File: src/rtl/sub_pipe_pkg.sv
// Shared definitions for the pipelined parametrised subtractor:
// result mode encodings and the stage-count helper.
package sub_pipe_pkg;

   typedef enum logic [1:0] {
      MODE_WRAP = 2'b00,
      MODE_USAT = 2'b01,
      MODE_SSAT = 2'b10
   } mode_e;

   function automatic int stages_f(input int width, input int chunk);
      return width / chunk;
   endfunction

endpackage

File: src/rtl/sub_chunk.sv
// Combinational CHUNK-bit ripple-borrow subtractor slice. It also exposes the
// borrow entering its top bit, so the overflow can be derived from it.
module sub_chunk #(
   parameter int CHUNK = 8
) (
   input  logic [CHUNK-1:0] a,
   input  logic [CHUNK-1:0] b,
   input  logic             bin,
   output logic [CHUNK-1:0] d,
   output logic             bout,
   output logic             msb_bin
);

   // per-bit full-subtractor chain; msb_bin ends up as the borrow into the top bit
   always_comb begin
      logic bw_s;
      bw_s    = bin;
      msb_bin = 1'b0;
      d       = {CHUNK{1'b0}};
      for (int i = 0; i < CHUNK; i++) begin
         msb_bin = bw_s;
         d[i]    = a[i] ^ b[i] ^ bw_s;
         bw_s    = (~a[i] & b[i]) | (~(a[i] ^ b[i]) & bw_s);
      end
      bout = bw_s;
   end

endmodule

File: src/rtl/sub_pipe_param.sv
// Pipelined D = A - B - b_in, one CHUNK-bit slice per stage, with valid/ready
// back-pressure and wrap / unsigned-saturate / signed-saturate output modes.
module sub_pipe_param
   import sub_pipe_pkg::*;
#(
   parameter int WIDTH = 32,
   parameter int CHUNK = 8
) (
   input  logic             clk,
   input  logic             rst,
   input  logic             in_valid,
   output logic             in_ready,
   input  logic [WIDTH-1:0] a,
   input  logic [WIDTH-1:0] b,
   input  logic             b_in,
   input  logic [1:0]       mode,
   output logic             out_valid,
   input  logic             out_ready,
   output logic [WIDTH-1:0] d,
   output logic             b_out,
   output logic             ovf
);

   localparam int               STAGES  = stages_f(WIDTH, CHUNK);
   localparam logic [WIDTH-1:0] CH_MASK = WIDTH'({CHUNK{1'b1}});
   localparam logic [WIDTH-1:0] SAT_POS = {1'b0, {(WIDTH-1){1'b1}}};
   localparam logic [WIDTH-1:0] SAT_NEG = {1'b1, {(WIDTH-1){1'b0}}};

   // bank k holds the beat about to be resolved by stage k
   logic             vld_r  [STAGES];
   logic [WIDTH-1:0] a_r    [STAGES];
   logic [WIDTH-1:0] b_r    [STAGES];
   logic [WIDTH-1:0] dp_r   [STAGES];
   logic             bor_r  [STAGES];
   logic [1:0]       mode_r [STAGES];

   logic [CHUNK-1:0] dch_s  [STAGES];
   logic             bout_s [STAGES];
   logic             msbb_s [STAGES];
   logic [WIDTH-1:0] dnxt_s [STAGES];
   logic             adv_s;
   logic             ovf_s;
   logic [WIDTH-1:0] dsat_s;

   assign adv_s    = !out_valid || out_ready;
   assign in_ready = adv_s;

   for (genvar k = 0; k < STAGES; k++) begin : g_stage
      sub_chunk #(.CHUNK(CHUNK)) u_chunk (
         .a       (a_r[k][k*CHUNK +: CHUNK]),
         .b       (b_r[k][k*CHUNK +: CHUNK]),
         .bin     (bor_r[k]),
         .d       (dch_s[k]),
         .bout    (bout_s[k]),
         .msb_bin (msbb_s[k])
      );
      assign dnxt_s[k] = (dp_r[k] & ~(CH_MASK << (k*CHUNK))) | (WIDTH'(dch_s[k]) << (k*CHUNK));
   end

   assign ovf_s = msbb_s[STAGES-1] ^ bout_s[STAGES-1];

   // output saturation applied to the fully resolved raw difference
   always_comb begin
      dsat_s = dnxt_s[STAGES-1];
      case (mode_r[STAGES-1])
         MODE_USAT: begin
            if (bout_s[STAGES-1]) dsat_s = {WIDTH{1'b0}};
            else                  dsat_s = dnxt_s[STAGES-1];
         end
         MODE_SSAT: begin
            if (ovf_s) dsat_s = a_r[STAGES-1][WIDTH-1] ? SAT_NEG : SAT_POS;
            else       dsat_s = dnxt_s[STAGES-1];
         end
         default: dsat_s = dnxt_s[STAGES-1];
      endcase
   end

   // pipeline shift on advance; everything holds while the output is stalled
   always_ff @(posedge clk) begin
      if (rst) begin
         for (int k = 0; k < STAGES; k++) begin
            vld_r[k]  <= 1'b0;
            a_r[k]    <= {WIDTH{1'b0}};
            b_r[k]    <= {WIDTH{1'b0}};
            dp_r[k]   <= {WIDTH{1'b0}};
            bor_r[k]  <= 1'b0;
            mode_r[k] <= 2'b00;
         end
         out_valid <= 1'b0;
         d         <= {WIDTH{1'b0}};
         b_out     <= 1'b0;
         ovf       <= 1'b0;
      end else if (adv_s) begin
         vld_r[0]  <= in_valid;
         a_r[0]    <= a;
         b_r[0]    <= b;
         dp_r[0]   <= {WIDTH{1'b0}};
         bor_r[0]  <= b_in;
         mode_r[0] <= mode;
         for (int k = 1; k < STAGES; k++) begin
            vld_r[k]  <= vld_r[k-1];
            a_r[k]    <= a_r[k-1];
            b_r[k]    <= b_r[k-1];
            dp_r[k]   <= dnxt_s[k-1];
            bor_r[k]  <= bout_s[k-1];
            mode_r[k] <= mode_r[k-1];
         end
         out_valid <= vld_r[STAGES-1];
         // bubbles leave the last result on d
         if (vld_r[STAGES-1]) begin
            d     <= dsat_s;
            b_out <= bout_s[STAGES-1];
            ovf   <= ovf_s;
         end
      end
   end

endmodule

File: config.mk
export PLATFORM = sky130hd
export DESIGN_NAME = sub_pipe_param
export DESIGN_NICKNAME = d
export VERILOG_FILES = /design/src/rtl/sub_pipe_pkg.sv /design/src/rtl/sub_chunk.sv /design/src/rtl/sub_pipe_param.sv
export SDC_FILE = /design/constraint.sdc
export NUM_CORES = 1
export LEC_CHECK = 0
export CAP_MARGIN = 25
export CORE_MARGIN = 2
export CORE_UTILIZATION = 40
export DETAILED_ROUTE_END_ITERATION = 6
export PLACE_DENSITY_LB_ADDON = 0.3
export SLEW_MARGIN = 5
export SYNTH_ARGS = -nofsm -noshare
export SYNTH_HDL_FRONTEND = slang
export SYNTH_HIERARCHICAL = 1
export SYNTH_SLANG_ARGS = --single-unit
File: constraint.sdc
create_clock -name clk -period 8.3 [get_ports clk]
set_input_delay 1.245 -clock clk [delete_from_list [all_inputs] [get_ports clk]]
set_output_delay 1.245 -clock clk [all_outputs]
set_load 0.005 [all_outputs]
==> results.py <==
metrics = {
    "run_status": {
        "status": "finished clean",
    },
    "clock_network": {
        "cts_hold_buf": 0,
        "cts.clk_slew.worst_paths_ps": 60,
        "htree_num_levels": 1,
        "worstSkewPairLatency_ps": 520,
        "ctsResizeCount": 0,
        "postCtsSetupRepairBufs": 0,
        "cts_tree": "built",
        "cts_made_buffers": 27,
        "clock-root-buffer": "clkbuf_16",
        "cts_sinks": 259,
        "clock_path_buffers": 3,
    },
    "critical_path": {
        "crit_path_end_kind": "register",
        "start_kind": "register",
        "path_max_fanout": 31,
        "startpoint": "b_r[3][24]$_SDFFCE_PN0P_",
        "timing.setup.critical_path_class": "reg2reg",
        "cp_data_arrival_time_ps": 5030,
        "worstPathRequired_ps": 8660,
        "r2r-start": "b_r[3][24]$_SDFFCE_PN0P_",
        "reg2reg_depth": 15,
    },
    "global_route": {
        "grt_pass1_vias": 5196,
        "grt_pass1_wl_um": 26000,
        "grt_usage_pct": 11.3,
        "grt_max_degree": 208,
        "grt_overflow": 0,
        "antenna_found_initial": 0,
    },
    "logic_synthesis": {
        "synthTopCellsByArea": "edfxtp_1 62%, and2_1 13%, dfxtp_1 6.5%",
        "synth_seq_area_share_pct": 69.0,
        "yosys-mux-area-fraction_pct": 0.0929,
        "yosys.area_share.adder_pct": 6.18,
        "synth_cell_types": 25,
        "synth-xor-area-share_pct": 0.0813,
        "synth.net_count": 854,
        "yosysWarnings": 6,
        "syn_avg_cell_area_um2": 14.4,
        "synth_area_leader_cell": "edfxtp_1",
        "synth_top_cell_area_share_pct": 62.5,
        "synth_top_family_by_area": "simple AND/OR/NAND/NOR gates",
        "synth_compound_area_share_pct": 5.60,
        "yosys.area_share.simple_pct": 14.7,
        "synth_seq_cells": 259,
        "postSynthCellCount": 749,
        "syn_area_mm2": 0.0108,
    },
    "hold_path": {
        "hold_class": "reg2reg",
        "hold_depth": 2,
        "min_from": "d[20]$_SDFFE_PP0P_",
    },
    "power": {
        "max-vdd-ir-drop_v": 0.000120,
        "power.leakage_nw": 5.15,
        "p_per_area_mw_per_mm2": 227,
    },
    "finish": {
        "area_growth_pct": 21.9,
        "drive_gt1_share_pct": 10.0,
        "post-route-cell-area_mm2": 0.0131,
        "final_net_count": 954,
        "layout_common_cells": "225 x and2_1, 224 x edfxtp_1, 105 x clkdlybuf4s50_1, 76 x inv_1, 38 x nor2_1",
        "num_antenna_cells": 0,
        "fill_cells": 2330,
        "final_common_cell": "and2_1",
        "stdcell_count": 1209,
    },
    "sta": {
        "final-hold-violation-count": 0,
        "timing.slew.headroom_pct": 24.5,
        "tightest_slew_ps": 1130,
        "setup_viol": 0,
        "timing.fmax_mhz": 214,
        "slew_viol_final": 0,
        "rsz0062_at_grt": "false",
        "fin_skew_ps": 5.75,
        "fin_crit_sh_pct": 56.3,
        "fin_tns_setup_ps": 0,
        "setup_ws_ps": 3630,
        "min_period_ps": 4670,
    },
    "detailed_routing": {
        "drt_iter0_markers": 442,
        "ant_nets": 0,
        "drt-total-wl_um": 15800,
        "avgViaCountPerCell": 4.37,
        "drc_errors": 0,
        "wl_per_cell_um": 13.0,
        "num_vias": 5285,
        "first_pass_iters": 6,
    },
    "job": {
        "cap_violations": 0,
    },
    "placement": {
        "pre_cts_ws_ps": 3640,
        "portBuffers": 106,
        "hpwl_um": 9500,
        "dpl_cell_area_mm2": 0.0122,
        "dp.cells": 1160,
        "place_congestion": 0.715,
    },
    "floorplan": {
        "die_w_um": 168,
        "fp-row-count": 60,
        "core-area_mm2": 0.0267,
        "ioPinCount": 107,
        "initial_utilization_pct": 40.3,
        "die_area_mm2": 0.0283,
        "die_height_um": 168,
    },
}
-- cells by family (layout without fill, tap and decap cells) --
family	Yosys count	count (layout)
adder cells (fa/ha/maj)	34	34
flip-flops	259	259
XOR/XNOR	1	1
buffers and inverters	118	237
AO/OA/AOI/OAI	69	69
AND/OR/NAND/NOR	267	267
multiplexers	1	1
-- per-layer routing --
layer / vias up / part of all wire, % / global-route usage, %
met1: 2459 / 47 / 15.9
met5: - / 0 / 0
met2: 105 / 46 / 17.9
met3: 23 / 4.9 / 1.97
li1: 2698 / - / -
met4: 0 / 2.0 / 3.56
-- stage by stage --
| stage | hold WS, ps | power (mW) | utilization (%) |
|---|---|---|---|
| after floorplan | 450 | 1.67 | - |
| after global placement | 465 | 1.75 | 45.4 |
| after detailed placement | 490 | 1.76 | 45.5 |
| after CTS | 507 | 3.02 | 49.0 |
| after global routing | 530 | 3.11 | 49.1 |
| final | 502 | 2.98 | 49.1 |
-- layout make-up --
class	instances	area, um2	area share (%)
multi-input cells	372	2890	22.0
well taps	341	427	3.25
repair buffers	112	1150	8.73
flip-flops and latches	259	7430	56.6
clock buffers	33	803	6.12
clock inverters	15	146	1.12
inverters	77	289	2.20
-- cells in the mapped netlist (all sizes together) --
master and number:
fa 32, a21oi 1, nand2b 2, a31o 1
and2 225, o21ai 32, inv 77, edfxtp 224
dfxtp 35, a311oi 1, a211oi 32, o41a 1
ha 2, mux2i 1, clkbuf 32, buf 9
nor2b 1, nor2 39, o221ai 1, xnor2 1
-- report_power, final --
part | total (mW) | internal [mW] | switching (mW)
Clock | 1.25 | 0.775 | 0.474
Sequential | 1.51 | 1.49 | 0.0241
Combinational | 0.213 | 0.112 | 0.101
Total | 2.98 | 2.38 | 0.600
-- final timing paths --
path	endpoint	slack, ps
hold reg to reg	d[20]$_SDFFE_PP0P_	500
setup reg to reg	d[20]$_SDFFE_PP0P_	3630
hold / removal	d[20]$_SDFFE_PP0P_	500
setup / recovery	d[20]$_SDFFE_PP0P_	3630
-- critical path, cell delays in order (launching register included) --
cell and delay (ps):
edfxtp_1 370, inv_1 80, fa_1 170, inv_1 50, fa_1 380, fa_1 380, fa_1 400, fa_1 390
fa_1 410, fa_1 440, inv_1 110, fa_1 170, inv_1 100, xnor2_1 360, o41a_4 540, a211oi_1 140
-- flip-flops by register name, indices dropped and copies added (netlist names) --
signal	count
b_r	80
bor_r	4
mode_r	8
dp_r	48
b_out	1
vld_r	4
a_r	80
out_valid	1
d	32
ovf	1
Note: power is estimated with default switching activity, not from simulation.
